### src/rtl/md_pkg.sv
`default_nettype none
// ============================================================================
// Package : md_pkg
// Brief   : Shared types and constants for the multiply/divide sequencer.
// Revision: 1.0 - initial release
// ============================================================================
package md_pkg;

   // Sequencer state encoding (explicit 2-bit width)
   typedef enum logic [1:0] {
      IDLE  = 2'd0,
      START = 2'd1,
      RUN   = 2'd2,
      DONE  = 2'd3
   } md_state_t;

   // Operation select as seen on issue_op
   localparam logic OP_MULT = 1'b0;
   localparam logic OP_DIV  = 1'b1;

   // Default wait limit for the unit's result-ready, and the counter width
   // that holds it (TIMEOUT_CYC must not exceed 2**CNT_W)
   localparam int TIMEOUT_CYC_DEFAULT = 40;
   localparam int CNT_W               = 6;

endpackage : md_pkg
`default_nettype wire

### src/rtl/md_timeout_counter.sv
`default_nettype none
// ============================================================================
// Module  : md_timeout_counter
// Brief   : Up-counter with synchronous clear/enable and a terminal-count flag,
//           used to bound the wait for the multiply/divide unit.
// Revision: 1.0 - initial release
// ============================================================================
module md_timeout_counter
   import md_pkg::*;
#(
   parameter int WIDTH    = CNT_W,
   parameter int TERMINAL = TIMEOUT_CYC_DEFAULT - 1
) (
   input  logic clock,
   input  logic reset_n,
   input  logic clear,
   input  logic enable,
   output logic terminal
);

   logic [WIDTH-1:0] count;

   // Count register: clear has priority over enable
   always_ff @(posedge clock or negedge reset_n) begin
      if (!reset_n) begin
         count <= '0;
      end else if (clear) begin
         count <= '0;
      end else if (enable) begin
         count <= count + 1'b1;
      end
   end

   assign terminal = (count == WIDTH'(TERMINAL));

endmodule : md_timeout_counter
`default_nettype wire

### src/rtl/multdiv_sequencer.sv
`default_nettype none
// ============================================================================
// Module  : multdiv_sequencer
// Brief   : Issue/retire controller for the shared multi-cycle multiply/divide
//           unit. Latches one op, pulses the unit start, waits for result-ready
//           (bounded by a timeout), then holds the result for writeback.
// Revision: 1.0 - initial release
// ============================================================================
module multdiv_sequencer
   import md_pkg::*;
#(
   parameter int DATA_W      = 32,
   parameter int RD_W        = 5,
   parameter int TIMEOUT_CYC = TIMEOUT_CYC_DEFAULT
) (
   input  logic              clock,
   input  logic              reset_n,
   // issue side
   input  logic              issue_valid,
   input  logic              issue_op,
   input  logic [DATA_W-1:0] issue_a,
   input  logic [DATA_W-1:0] issue_b,
   input  logic [RD_W-1:0]   issue_rd,
   output logic              issue_ready,
   input  logic              flush,
   // unit control
   output logic              md_ctrl_MULT,
   output logic              md_ctrl_DIV,
   output logic [DATA_W-1:0] md_operandA,
   output logic [DATA_W-1:0] md_operandB,
   input  logic [DATA_W-1:0] md_result,
   input  logic              md_exception,
   input  logic              md_resultRDY,
   // writeback side
   output logic              wb_valid,
   output logic [RD_W-1:0]   wb_rd,
   output logic [DATA_W-1:0] wb_data,
   output logic              wb_exception,
   input  logic              wb_ready,
   // hazard status
   output logic              busy,
   output logic [RD_W-1:0]   busy_rd
);

   md_state_t         state;
   md_state_t         state_next;

   logic              op_q;
   logic [DATA_W-1:0] a_q;
   logic [DATA_W-1:0] b_q;
   logic [RD_W-1:0]   rd_q;
   logic [DATA_W-1:0] data_q;
   logic              exc_q;

   logic              issue_fire;
   logic              capture;
   logic              cap_exc;
   logic              discard;
   logic              done_leave;
   logic              cnt_terminal;

   assign issue_fire = issue_valid & issue_ready;

   // A result is taken in RUN on the ready edge or when the wait expires;
   // a flush in the same cycle squashes it.
   assign capture    = (state == RUN) & ~flush & (md_resultRDY | cnt_terminal);

   // Timeout with no ready is reported as an exception with zero data
   assign cap_exc    = md_resultRDY ? md_exception : 1'b1;

   // Writes to x0 are dropped unless there is an exception to report
   assign discard    = (rd_q == '0) & ~cap_exc;

   // An x0 exception is shown for one cycle only; otherwise wait for writeback
   assign done_leave = wb_ready | (rd_q == '0);

   assign md_operandA = a_q;
   assign md_operandB = b_q;

   md_timeout_counter #(
      .WIDTH    (CNT_W),
      .TERMINAL (TIMEOUT_CYC - 1)
   ) u_timeout (
      .clock    (clock),
      .reset_n  (reset_n),
      .clear    (state == START),
      .enable   (state == RUN),
      .terminal (cnt_terminal)
   );

   // State register
   always_ff @(posedge clock or negedge reset_n) begin
      if (!reset_n) begin
         state <= IDLE;
      end else begin
         state <= state_next;
      end
   end

   // Next-state decode
   always_comb begin
      state_next = state;
      case (state)
         IDLE: begin
            if (issue_fire) begin
               state_next = START;
            end
         end
         START: begin
            state_next = flush ? IDLE : RUN;
         end
         RUN: begin
            if (flush) begin
               state_next = IDLE;
            end else if (capture) begin
               state_next = discard ? IDLE : DONE;
            end
         end
         DONE: begin
            if (done_leave) begin
               state_next = issue_fire ? START : IDLE;
            end
         end
         default: state_next = IDLE;
      endcase
   end

   // Output decode
   always_comb begin
      issue_ready  = 1'b0;
      md_ctrl_MULT = 1'b0;
      md_ctrl_DIV  = 1'b0;
      wb_valid     = 1'b0;
      wb_rd        = '0;
      wb_data      = '0;
      wb_exception = 1'b0;
      busy         = (state != IDLE);
      busy_rd      = '0;
      case (state)
         IDLE: begin
            issue_ready = ~flush;
         end
         START: begin
            // A flush here suppresses the pulse so the unit never starts
            md_ctrl_MULT = ~flush & (op_q == OP_MULT);
            md_ctrl_DIV  = ~flush & (op_q == OP_DIV);
            busy_rd      = rd_q;
         end
         RUN: begin
            busy_rd = rd_q;
         end
         DONE: begin
            issue_ready  = done_leave & ~flush;
            wb_valid     = 1'b1;
            wb_rd        = rd_q;
            wb_data      = data_q;
            wb_exception = exc_q;
            busy_rd      = rd_q;
         end
         default: ;
      endcase
   end

   // Issue latch: written only when an op is accepted
   always_ff @(posedge clock or negedge reset_n) begin
      if (!reset_n) begin
         op_q <= OP_MULT;
         a_q  <= '0;
         b_q  <= '0;
         rd_q <= '0;
      end else if (issue_fire) begin
         op_q <= issue_op;
         a_q  <= issue_a;
         b_q  <= issue_b;
         rd_q <= issue_rd;
      end
   end

   // Result capture: written only on ready or timeout in RUN
   always_ff @(posedge clock or negedge reset_n) begin
      if (!reset_n) begin
         data_q <= '0;
         exc_q  <= 1'b0;
      end else if (capture) begin
         data_q <= md_resultRDY ? md_result : '0;
         exc_q  <= cap_exc;
      end
   end

endmodule : multdiv_sequencer
`default_nettype wire

### config.mk
export PLATFORM = sky130hd
export DESIGN_NAME = multdiv_sequencer
export DESIGN_NICKNAME = d
export VERILOG_FILES = /design/src/rtl/md_pkg.sv /design/src/rtl/md_timeout_counter.sv /design/src/rtl/multdiv_sequencer.sv
export SDC_FILE = /design/constraint.sdc
export NUM_CORES = 1
export LEC_CHECK = 0
export BUFFER_PORTS_ARGS = -buffer_cell sky130_fd_sc_hd__buf_4
export CAP_MARGIN = 20
export CELL_PAD_IN_SITES_DETAIL_PLACEMENT = 1
export CELL_PAD_IN_SITES_GLOBAL_PLACEMENT = 2
export CORE_ASPECT_RATIO = 0.8
export CORE_MARGIN = 5
export CORE_UTILIZATION = 31
export CTS_BUF_LIST = sky130_fd_sc_hd__clkbuf_4
export CTS_CLUSTER_SIZE = 40
export DETAILED_ROUTE_END_ITERATION = 6
export PLACE_DENSITY_LB_ADDON = 0.1
export SLEW_MARGIN = 20
export SYNTH_ARGS = -nofsm -noshare
export SYNTH_HDL_FRONTEND = slang
export SYNTH_SLANG_ARGS = --single-unit
### constraint.sdc
create_clock -name clock -period 3.2 [get_ports clock]
set_clock_uncertainty 0.15 [all_clocks]
set_input_delay 0.32 -clock clock [delete_from_list [all_inputs] [get_ports clock]]
set_output_delay 0.32 -clock clock [all_outputs]
set_load 0.05 [all_outputs]
==> impl_results.md <==
- Placed insts: 760
- NetSw: about 3700 uW
- IO Count: around 220
- Clock slew seen by the registers of the worst setup and hold paths: 0.18 ns
- RSZ-0062 raised after global routing: no
- Mean Syn Cell Area: 14.6 um^2
- WL/cell: 17.7 um
- PortBufs: 220
- Synth top area cells: dfrtp_1 57%, mux2_4 21%, a22o_1 5.7%
- Synth Instances: 336
- Worst-Skew Late Latency: 0.47 ns
- Core area: roughly 16,000 um^2
- Switching share of power: 47.0%
- Placed Area: 6820 um^2
- Antenna-violating nets left: 0
- First-pass DRT Iterations: 4
- Yosys top cell area share: 56.5%
- Syn nets: around 450
- Slowest CP cell: or4_4
- Diodes inserted: 0
- PwrDens: around 970 nW/um^2
- Critical path, cell by cell: or4_4 > nor2_2 > o22ai_1 > nor3_1 > buf_4
- Initial detailed-routing violation count: 88
- Setup TNS: 0 ns
- CP peak stage delay: 0.58 ns
- Async set-reset flop share out of synthesis: 100%
- Non-filler instance count after layout: 881
- DRT Wirelength: 15,600 um
- Worst Path Arrival: 2.23 ns
- Global-route wire length before repair: 23,800 um
- Synthesized area: 4910 um^2
- Initial antenna violation count: 0
- Yosys warns: 0
- Crit end category: output pin
- Bufs and invs on worst path: 1
- Post-CTS setup buffer count: 0
- Final setup viols: 0
- Fin crit period: 2.70 ns
- Max Cap Viol: 0
- Die Footprint: 18,500 um^2
- EDFF count, synth: 0
- P&R area growth vs syn: 62.4%
- Layout net count: 776
- Root buffer cell: clkbuf_4
- Slew Limit Fails: 0
- Layout cells sized above 1: 47.9%
- Vias in the first global route: 4,425
- Hold Crit Class: in2reg
- Seq cells post-synth: 111
- Count of cell types in the netlist: 38
- Status: completed
- Drt drc: 0
- Die height: approximately 120 um
- GP Congestion: 0.803
- Total clock buffers created by CTS: 9
- Count leader, synth: dfrtp_1
- Remaining global-route overflow: 0
- Tightest slew margin relative to the limit: between 50% and 60%
- Clock Sink Count: 111
- LEAKAGE: just over 0.004 uW
- Final hold viol count: 0
- Vias per cell: between 4 and 5
- Pin count of the biggest net entering global routing: 58
- Resize count post-CTS: 0
- Register area share after synthesis: 56.5%
- Dominant cell type by area after synthesis: dfrtp_1
- Crit Path Category: reg2out
- H-Tree Level Count: 3
- Total GRT Usage: 16.5%
- Fin area: 7980 um^2
- CTS tree: built
- Die Wd: 151 um
- Clk network pwr share: under 10%
- Worst vdd ir: 0.000516 V
- Maximum clock rate: between 300 and 400 MHz
- Register share of total power: 32.2%
- Crit-path max FO: 4
- Detail Placement HPWL: 10,300 um
- Maximum buffer depth of the clock tree: 2
- Top delay family on crit path: simple AND/OR/NAND/NOR gates
- Startpoint Class: flop
- Actual slew at the worst max-slew pin: about 0.74 ns
- Commonest cells post-synth: 111 x dfrtp_1, 70 x mux2_4, 38 x and2_1
- Top FF cell, synth: dfrtp_1
- # rows: 41
- Internal power: 4120 uW
- Initial core utilization: 31.4%
- Combinational share of power: 59.4%
- Worst EP required: 2.73 ns
- Vias: slightly below 4,000
- Fin crit share: 84.3%
[registers in the layout (all words and copies together), names as in the netlist]
signal / count
data_q: 32
exc_q: 1
md_operandA: 32
md_operandB: 32
op_q: 1
rd_q: 5
state: 2
u_timeout.count: 6
[metrics by stage]
step | power, uW | utilization [%] | hold slack, ns | setup slack, ns
6_report | 7770 | 51.0 | 0.136 | 0.504
5_1_grt | 8170 | 51.0 | 0.0923 | 0.328
4_1_cts | 7850 | 51.0 | 0.0838 | 0.413
3_5_place_dp | 7040 | 43.6 | 0.287 | 0.815
3_3_place_gp | 6960 | 43.6 | 0.282 | 0.855
2_1_floorplan | 5670 | - | -0.126 | 0.420
[power by group through the flow]
| stage | clock network [uW] | registers [uW] | logic [uW] |
|---|---|---|---|
| 2_1_floorplan | 0 | 3850 | 1810 |
| 3_3_place_gp | 0 | 2500 | 4460 |
| 3_5_place_dp | 0 | 2500 | 4540 |
| 4_1_cts | 708 | 2490 | 4650 |
| 5_1_grt | 753 | 2590 | 4830 |
| 6_report | 657 | 2500 | 4610 |
[layout make-up]
cell class	instances	area (um^2)
Clock buffer	11	82.6
Sequential cell	111	2780
Multi-Input combinational cell	197	1990
Fill cell	1608	7660
Inverter	10	37.5
Clock inverter	5	33.8
Timing Repair Buffer	332	2790
Tap cell	215	269
[final timing paths]
kind | start | endpoint | cells past startpoint | slack [ns]
setup / recovery | rd_q[1]$_DFFE_PN0P_ | issue_ready | 5 | 0.50
hold / removal | flush | state[1]$_DFFE_PN0P_ | 3 | 0.14
setup reg to reg | state[0]$_DFFE_PN0P_ | md_operandA[18]$_DFFE_PN0P_ | 7 | 0.76
hold reg to reg | data_q[17]$_DFFE_PN0P_ | data_q[17]$_DFFE_PN0P_ | 1 | 0.36
max in group asynchronous | reset_n | md_operandB[7]$_DFFE_PN0P_ | 3 | 1.83
min in group asynchronous | reset_n | md_operandA[17]$_DFFE_PN0P_ | 2 | 0.28
[worst reg2reg max path, stage by stage, from the launching register on]
cell and delay, ns:
dfrtp_1 0.43, inv_1 0.09, ha_1 0.31, or3b_1 0.39, a21oi_1 0.23, o21ai_4 0.12
buf_12 0.21, mux2_4 0.39
[kinds of logic after synthesis]
kind of cell               synth area share (%)
DFF                                        56.5
xor gates and xnor gates                  0.356
AOI/OAI and AO/OA                          8.10
adders and majority gates                  1.53
muxes                                      22.0
and+or+nand+nor                            8.25
buffers and inverters                      3.21
[metal layers]
| layer | global-route usage [%] | share of wire (%) | wire [um] | up-vias |
|---|---|---|---|---|
| li1 | - | - | - | 1827 |
| met1 | 20.3 | 42 | 6460 | 1958 |
| met2 | 27.5 | 49 | 7590 | 135 |
| met3 | 6.28 | 8.2 | 1280 | 17 |
| met4 | 4.36 | 1.5 | 228 | 0 |
| met5 | 0 | 0 | 0 | - |
[repair_timing]
action                                  CTS  global route
endpoints found under the hold margin   157             0
hold buffers                            105             0
endpoints found under the setup margin    0             0
[cells in the final DEF, fill, tap and decap left out, drive strengths merged, types with 2 or more instances in the layout]
cell         count
dfrtp          111
buf            227
dlygate4sd3    105
clkinv           3
inv             11
nand2            4
nor3             2
o22ai            2
a21oi            5
a22o            32
clkbuf          11
o21ai            4
mux2            72
and2            38
nor2             3
ha               6
nor3b            2
nor2b            8
nand3            2
Power figures use the tool's default switching activity.
